File: src/rtl/dmem_lsu_pkg.sv
// lsu_pkg: shared definitions for the dmem_lsu data-side load/store unit.
//   - RV32I funct3 load/store width codes
//   - FSM state type
//   - access_bad(): rejects misaligned or illegal requests before any bus access
package lsu_pkg;

    localparam logic [2:0] OP_B  = 3'b000;
    localparam logic [2:0] OP_H  = 3'b001;
    localparam logic [2:0] OP_W  = 3'b010;
    localparam logic [2:0] OP_BU = 3'b100;
    localparam logic [2:0] OP_HU = 3'b101;

    typedef enum logic [2:0] {
        IDLE,
        LOAD,
        RMW_RD,
        WRITE,
        RESP
    } lsu_state_t;

    // 1 when the request is misaligned for its width or is not a legal
    // load/store encoding. Unsigned variants exist for loads only.
    function automatic logic access_bad(input logic       we,
                                        input logic [2:0] op,
                                        input logic [1:0] lo);
        logic bad;
        case (op)
            OP_B:    bad = 1'b0;
            OP_H:    bad = lo[0];
            OP_W:    bad = (lo != 2'b00);
            OP_BU:   bad = we;
            OP_HU:   bad = we | lo[0];
            default: bad = 1'b1;
        endcase
        return bad;
    endfunction

endpackage

File: src/rtl/dmem_lsu_if.sv
// dmem_lsu_if: core request/response channel plus word-only dmem/L1 bus.
//   master : the LSU (accepts core requests, initiates bus accesses)
//   slave  : the environment (core MEM stage and memory)
//   req_*   core request, accepted while req_ready=1
//   resp_*  one-cycle completion with extended load data / error
//   D*      word-aligned bus access, stalled by Dwait
interface dmem_lsu_if;

    logic        req_valid;
    logic        req_ready;
    logic        req_we;
    logic [2:0]  req_op;
    logic [31:0] req_addr;
    logic [31:0] req_wdata;
    logic        resp_valid;
    logic [31:0] resp_rdata;
    logic        resp_err;
    logic [31:0] Daddr;
    logic        Dwe;
    logic [31:0] Dwritedata;
    logic        Dmemaccess;
    logic [31:0] Dreaddata;
    logic        Dwait;

    modport master (
        input  req_valid, req_we, req_op, req_addr, req_wdata,
        output req_ready, resp_valid, resp_rdata, resp_err,
        output Daddr, Dwe, Dwritedata, Dmemaccess,
        input  Dreaddata, Dwait
    );

    modport slave (
        output req_valid, req_we, req_op, req_addr, req_wdata,
        input  req_ready, resp_valid, resp_rdata, resp_err,
        input  Daddr, Dwe, Dwritedata, Dmemaccess,
        output Dreaddata, Dwait
    );

endinterface

File: src/rtl/dmem_lsu_align.sv
// lsu_align: combinational lane logic for dmem_lsu.
//   op, addr_lo : access width and byte offset within the word
//   rdata       : word read from the bus
//   wdata       : right-aligned store data
//   load_data   : selected byte/half/word, sign or zero extended
//   merged      : rdata with the store byte/half inserted (wdata for words)
module lsu_align
    import lsu_pkg::*;
(
    input  logic [2:0]  op,
    input  logic [1:0]  addr_lo,
    input  logic [31:0] rdata,
    input  logic [31:0] wdata,
    output logic [31:0] load_data,
    output logic [31:0] merged
);

    logic [7:0]  byte_sel;
    logic [15:0] half_sel;

    always_comb begin
        byte_sel = rdata[{addr_lo, 3'b000} +: 8];
        half_sel = addr_lo[1] ? rdata[31:16] : rdata[15:0];

        load_data = rdata;
        case (op)
            OP_B:    load_data = {{24{byte_sel[7]}}, byte_sel};
            OP_BU:   load_data = {24'h000000, byte_sel};
            OP_H:    load_data = {{16{half_sel[15]}}, half_sel};
            OP_HU:   load_data = {16'h0000, half_sel};
            default: load_data = rdata;
        endcase

        merged = wdata;
        case (op)
            OP_B: begin
                merged = rdata;
                merged[{addr_lo, 3'b000} +: 8] = wdata[7:0];
            end
            OP_H: begin
                merged = rdata;
                if (addr_lo[1]) merged[31:16] = wdata[15:0];
                else            merged[15:0]  = wdata[15:0];
            end
            default: merged = wdata;
        endcase
    end

endmodule

File: src/rtl/dmem_lsu.sv
// dmem_lsu: data-side load/store unit between the core MEM stage and the
// word-only dmem/L1 bus.
//   clk, reset_n : clock, asynchronous active-low reset
//   bus          : dmem_lsu_if.master (core request/response + memory bus)
// Sub-word stores are read-modify-write. Bus strobes are decoded from the
// state register alone so an asynchronous reset drops them at once.
module dmem_lsu
    import lsu_pkg::*;
#(
    parameter int unsigned TIMEOUT = 16
) (
    input  logic       clk,
    input  logic       reset_n,
    dmem_lsu_if.master bus
);

    lsu_state_t  state_q, state_d;
    logic [31:0] addr_q, addr_d;
    logic [2:0]  op_q, op_d;
    logic [31:0] wdata_q, wdata_d;
    logic [31:0] rdata_q, rdata_d;
    logic        err_q, err_d;
    logic [31:0] wait_q, wait_d;
    logic [31:0] load_data;
    logic [31:0] merged;
    logic        wait_expired;

    lsu_align u_align (
        .op        (op_q),
        .addr_lo   (addr_q[1:0]),
        .rdata     (bus.Dreaddata),
        .wdata     (wdata_q),
        .load_data (load_data),
        .merged    (merged)
    );

    // Abort on the TIMEOUT-th consecutive stalled cycle of a bus state.
    assign wait_expired = (TIMEOUT != 0) && (wait_q == TIMEOUT - 1);

    always_comb begin
        state_d = state_q;
        addr_d  = addr_q;
        op_d    = op_q;
        wdata_d = wdata_q;
        rdata_d = rdata_q;
        err_d   = err_q;
        wait_d  = wait_q;

        case (state_q)
            IDLE: begin
                if (bus.req_valid) begin
                    addr_d  = bus.req_addr;
                    op_d    = bus.req_op;
                    wdata_d = bus.req_wdata;
                    rdata_d = '0;
                    err_d   = 1'b0;
                    wait_d  = '0;
                    if (access_bad(bus.req_we, bus.req_op, bus.req_addr[1:0])) begin
                        err_d   = 1'b1;
                        state_d = RESP;
                    end else if (!bus.req_we) begin
                        state_d = LOAD;
                    end else if (bus.req_op == OP_W) begin
                        state_d = WRITE;
                    end else begin
                        state_d = RMW_RD;
                    end
                end
            end
            LOAD, RMW_RD, WRITE: begin
                if (!bus.Dwait) begin
                    wait_d = '0;
                    case (state_q)
                        LOAD: begin
                            rdata_d = load_data;
                            state_d = RESP;
                        end
                        RMW_RD: begin
                            // The merged word replaces the raw store data.
                            wdata_d = merged;
                            state_d = WRITE;
                        end
                        default: state_d = RESP;
                    endcase
                end else if (wait_expired) begin
                    wait_d  = '0;
                    err_d   = 1'b1;
                    state_d = RESP;
                end else begin
                    wait_d = wait_q + 32'd1;
                end
            end
            RESP:    state_d = IDLE;
            default: state_d = IDLE;
        endcase
    end

    always_ff @(posedge clk or negedge reset_n) begin
        if (!reset_n) begin
            state_q <= IDLE;
            addr_q  <= '0;
            op_q    <= '0;
            wdata_q <= '0;
            rdata_q <= '0;
            err_q   <= 1'b0;
            wait_q  <= '0;
        end else begin
            state_q <= state_d;
            addr_q  <= addr_d;
            op_q    <= op_d;
            wdata_q <= wdata_d;
            rdata_q <= rdata_d;
            err_q   <= err_d;
            wait_q  <= wait_d;
        end
    end

    assign bus.req_ready  = (state_q == IDLE);
    assign bus.resp_valid = (state_q == RESP);
    assign bus.resp_rdata = rdata_q;
    assign bus.resp_err   = err_q;
    assign bus.Dmemaccess = (state_q == LOAD) || (state_q == RMW_RD) || (state_q == WRITE);
    assign bus.Dwe        = (state_q == WRITE);
    assign bus.Daddr      = {addr_q[31:2], 2'b00};
    assign bus.Dwritedata = wdata_q;

endmodule

File: src/flat_wrapper.sv
// flat-port wrapper written by rule: the top's interface ports become plain ports
module dmem_lsu_flat import lsu_pkg::*;
#(
    parameter int unsigned TIMEOUT = 16
)
  (clk, reset_n, bus_req_valid, bus_req_we, bus_req_op, bus_req_addr, bus_req_wdata, bus_req_ready, bus_resp_valid, bus_resp_rdata, bus_resp_err, bus_Daddr, bus_Dwe, bus_Dwritedata, bus_Dmemaccess, bus_Dreaddata, bus_Dwait);
  dmem_lsu_if bus_i ();
  input  logic clk;
  input  logic reset_n;
  input wire logic [$bits(bus_i.req_valid)-1:0] bus_req_valid;
  input wire logic [$bits(bus_i.req_we)-1:0] bus_req_we;
  input wire logic [$bits(bus_i.req_op)-1:0] bus_req_op;
  input wire logic [$bits(bus_i.req_addr)-1:0] bus_req_addr;
  input wire logic [$bits(bus_i.req_wdata)-1:0] bus_req_wdata;
  output wire logic [$bits(bus_i.req_ready)-1:0] bus_req_ready;
  output wire logic [$bits(bus_i.resp_valid)-1:0] bus_resp_valid;
  output wire logic [$bits(bus_i.resp_rdata)-1:0] bus_resp_rdata;
  output wire logic [$bits(bus_i.resp_err)-1:0] bus_resp_err;
  output wire logic [$bits(bus_i.Daddr)-1:0] bus_Daddr;
  output wire logic [$bits(bus_i.Dwe)-1:0] bus_Dwe;
  output wire logic [$bits(bus_i.Dwritedata)-1:0] bus_Dwritedata;
  output wire logic [$bits(bus_i.Dmemaccess)-1:0] bus_Dmemaccess;
  input wire logic [$bits(bus_i.Dreaddata)-1:0] bus_Dreaddata;
  input wire logic [$bits(bus_i.Dwait)-1:0] bus_Dwait;
  assign bus_i.req_valid = bus_req_valid;
  assign bus_i.req_we = bus_req_we;
  assign bus_i.req_op = bus_req_op;
  assign bus_i.req_addr = bus_req_addr;
  assign bus_i.req_wdata = bus_req_wdata;
  assign bus_req_ready = bus_i.req_ready;
  assign bus_resp_valid = bus_i.resp_valid;
  assign bus_resp_rdata = bus_i.resp_rdata;
  assign bus_resp_err = bus_i.resp_err;
  assign bus_Daddr = bus_i.Daddr;
  assign bus_Dwe = bus_i.Dwe;
  assign bus_Dwritedata = bus_i.Dwritedata;
  assign bus_Dmemaccess = bus_i.Dmemaccess;
  assign bus_i.Dreaddata = bus_Dreaddata;
  assign bus_i.Dwait = bus_Dwait;
  dmem_lsu #(.TIMEOUT(TIMEOUT)) u_core (.clk(clk), .reset_n(reset_n), .bus(bus_i));
endmodule
File: config.mk
export PLATFORM = sky130hd
export DESIGN_NAME = dmem_lsu_flat
export DESIGN_NICKNAME = d
export VERILOG_FILES = /design/src/rtl/dmem_lsu_pkg.sv /design/src/rtl/dmem_lsu_if.sv /design/src/rtl/dmem_lsu_align.sv /design/src/rtl/dmem_lsu.sv /design/src/flat_wrapper.sv
export SDC_FILE = /design/constraint.sdc
export NUM_CORES = 1
export LEC_CHECK = 0
export CORE_ASPECT_RATIO = 1.1
export CORE_MARGIN = 5
export CORE_UTILIZATION = 55
export CTS_CLUSTER_DIAMETER = 200
export DETAILED_ROUTE_END_ITERATION = 16
export DONT_BUFFER_PORTS = 1
export GPL_ROUTABILITY_DRIVEN = 0
export GPL_TIMING_DRIVEN = 0
export MAX_ROUTING_LAYER = met4
export PLACE_DENSITY_LB_ADDON = 0.25
export SYNTH_ARGS = -nofsm -noshare
export SYNTH_HDL_FRONTEND = slang
export SYNTH_SLANG_ARGS = --single-unit
export TNS_END_PERCENT = 1
File: constraint.sdc
create_clock -name clk -period 2.58 [get_ports clk]
set_input_delay 0.774 -clock clk [delete_from_list [all_inputs] [get_ports clk]]
set_output_delay 0.774 -clock clk [all_outputs]
set_load 0.01 [all_outputs]
==> impl_summary.log <==
[metrics] clock transition at the registers of the reported paths: 0.06 ns
[metrics] Syn Std Cell Area: 0.00708 mm^2
[metrics] total power divided by cell area: 1200 mW/mm^2
[metrics] hold crit path type: input port to asynchronous set/reset pin
[metrics] global-route total usage across every layer: 27.3%
[metrics] maximum count of clock buffers along a single path: 2
[metrics] portion of the clock cycle consumed by the worst path in the final layout: 96.6%
[metrics] actual transition at the worst max-transition pin: 0.844 ns
[metrics] clock tree from TritonCTS: built
[metrics] vias in the first global route: 5828
[metrics] number of vias per cell: 6.35
[metrics] maxcap violations: 0
[metrics] cell count after synthesis: 722
[metrics] Slew Viols, Final: 0
[metrics] Residual DRC: 0
[metrics] total routed wirelength: 20.3 mm
[metrics] most common flop cell mapped by yosys: dfrtp_1
[metrics] asr flop ratio synth: 100%
[metrics] Total Power: 9.46 mW
[metrics] count of flip-flops with a built-in enable after synthesis: 0
[metrics] cell row count: 43
[metrics] layout cell share with drive strength beyond 1: 20.0%
[metrics] half-perimeter wire length after detailed placement: 15.4 mm
[metrics] Post-CTS Repair Setup Buffers: 0
[metrics] first-pass GRT wire length: 31.4 mm
[metrics] Worst setup SP type: register
[metrics] count of hold-fix buffers inserted at cts: 0
[metrics] die footprint: 0.0152 mm^2
[metrics] maximum number of pins on one net before global-route repair: 136
[metrics] average instance area after synthesis: 9.80 um^2
[metrics] Placeable Area: 0.0126 mm^2
[metrics] Ys Warns: 0
[metrics] arrival time at the worst endpoint: 1.72 ns
[metrics] total of flip-flops plus latches after synthesis: 135
[metrics] count of placed standard cells including taps: 880
[metrics] latest clock arrival within the worst-skew pair: 0.42 ns
[metrics] standby leakage power: 3.45 nW
[metrics] antenna violation net count after detailed routing: 0
[metrics] Finish-stage setup viols: 0
[metrics] result of the run: finished, final reports clean
[metrics] CTS HTree Levels: 4
[metrics] area growth from synthesis to final layout: 11.8%
[metrics] hold violation total from the final report: 0
[metrics] Fmax achieved: 401 MHz
[metrics] Nets: 851
[metrics] Cell variety after synth: 62
[metrics] root buffer cell: clkbuf_16
[metrics] Initial DRC Count: 458
[metrics] total of fill cells in the finished design: 1062
[metrics] Max VDD drop: 0.882 mV
[metrics] Final Non-Filler Cells: 914
[metrics] Worst Path Class, Setup: register to output port
[metrics] final worst path period need: 2.49 ns
[metrics] highest net fanout along the worst path: 10
[metrics] post-synthesis sequential area ratio: 47.7%
[metrics] grt total ovfl: 0
[metrics] count of input and output buffers: 0
[metrics] DRT Pass-1 Iters: 5
[metrics] Die Width: 118 um
[metrics] initial cell density of the core: 56.0%
[metrics] # IOs: 205
[metrics] drt wl/cell: 22.2 um
[metrics] number of CTS-inserted buffers: 17
[metrics] unrepaired setup endpoints after global routing: true
[metrics] remaining max-slew budget at the tightest pin: 43.2%
[metrics] clock skew: 0.00861 ns
[metrics] clk sinks: 135
[metrics] vertical die dimension: 129 um
[metrics] Required @ worst endpoint: 1.81 ns
[metrics] kind of capture point of the worst setup path: output port
[metrics] via count: 5804
[metrics] number of antenna violations at the first check in global routing: 2
[Yosys cell counts, types with 8 or more instances]
library cell	n	share of area, %
a221oi_1	9	1.1
buf_4	36	3.8
a21oi_1	24	1.7
mux2_2	50	8.0
clkbuf_1	19	1.0
a211oi_1	10	1.1
o31ai_1	25	2.7
and3_1	12	1.1
a221o_1	8	1.1
buf_2	14	0.99
nand3_1	10	0.71
o21ai_0	49	3.5
dfrtp_1	135	48
a22o_1	11	1.4
nand2_1	91	4.8
nor2_1	77	4.1
xor2_1	16	2.0
nor4_1	9	0.80
inv_1	9	0.48
nand4_1	13	1.1
nor3_1	13	0.92
[stage by stage]
step	area (um^2)	TNS, ns	util, %	hold WS, ns	worst slack (ns)
after CTS	7880	-0.0407	62.3	0.0334	-0.0407
after global routing	7910	-0.00548	62.6	0.0230	-0.00548
after floorplan	7080	0	-	0.478	0.406
after global placement	7280	-0.0368	57.6	0.482	-0.0368
after detailed placement	7280	-0.919	57.6	0.482	-0.208
final	7910	0	62.6	0.0425	0.0890
[worst max-delay path: stages (launching register included)]
cell	delay (ns)
dfrtp_1	0.35
buf_2	0.17
o21bai_1	0.18
clkbuf_4	0.21
inv_4	0.14
clkbuf_4	0.24
[logic make-up (layout without fill, tap and decap cells)]
group           after synthesis  in the layout  share of synthesized area [%]
simple gates                257            257                           17.1
compound gates              164            164                           15.8
flops                       135            135                           47.7
buf+inv                      83            114                           6.88
mux                          55             55                           8.84
xor+xnor                     22             22                           2.72
fa+ha+maj                     5              5                          0.884
other cells                   1              5                         0.0530
[power breakdown]
| group | internal (mW) | leakage, nW | switching (mW) |
|---|---|---|---|
| Clock | 1.53 | 0.273 | 0.907 |
| Combinational | 1.48 | 1.44 | 1.90 |
| Sequential | 2.83 | 1.74 | 0.813 |
[layer usage]
metal,track usage (%),vias to the layer above,wire [um]
li1,-,2615,-
met1,28.0,2812,7120
met2,44.8,301,9980
met3,10.4,76,2080
met4,16.1,0,1070
met5,-,-,0
[sequential cells by signal, indices dropped and copies added (netlist names)]
register and count:
u_core.addr_q 32, u_core.bus.Dwritedata 32, u_core.bus.resp_rdata 32, u_core.wait_q 32, u_core.op_q 3, u_core.state_q 3
u_core.bus.resp_err 1
[worst paths after layout]
path | startpoint | endpoint | slack [ns] | cells past startpoint
max in group asynchronous | reset_n | u_core.addr_q[12] | 2.38 | 0
min | reset_n | u_core.bus.resp_rdata[11] | 0.04 | 0
min reg2reg | u_core.addr_q[20] | u_core.addr_q[20] | 0.51 | 1
max | u_core.state_q[2] | bus_Dmemaccess | 0.09 | 5
min in group clk | bus_req_addr[0] | u_core.addr_q[0] | 0.48 | 2
max reg2reg | u_core.addr_q[1] | u_core.bus.Dwritedata[31] | 0.11 | 10
[timing repair]
item,4_1_cts,5_1_grt
cloned,0,0
gates resized for setup,3,7
setup endpoints to repair,12,15
hold endpoints to repair,0,0
[cell usage in the layout (no fill, tap or decap), types with 16 or more instances in the layout]
master / Yosys / final
a21oi_1: 24 / 24
buf_4: 36 / 36
clkbuf_1: 19 / 18
clkbuf_16: 0 / 17
dfrtp_1: 135 / 135
mux2_2: 50 / 50
nand2_1: 91 / 91
nor2_1: 77 / 77
o21ai_0: 49 / 49
o31ai_1: 25 / 25
xor2_1: 16 / 16
[layout make-up]
cell class                      count  area, um^2  share of cell area (%)
Tap cell                          157         196                    2.48
Clock buffer                       19         443                    5.60
Multi-Input combinational cell    505        3230                    40.9
Inverter                           11        43.8                   0.554
Sequential cell                   135        3380                    42.7
Clock inverter                     12         154                    1.95
Buffer                             72         455                    5.76
Antenna cell                        3        7.51                  0.0949
(Power assumes the default switching activity.)
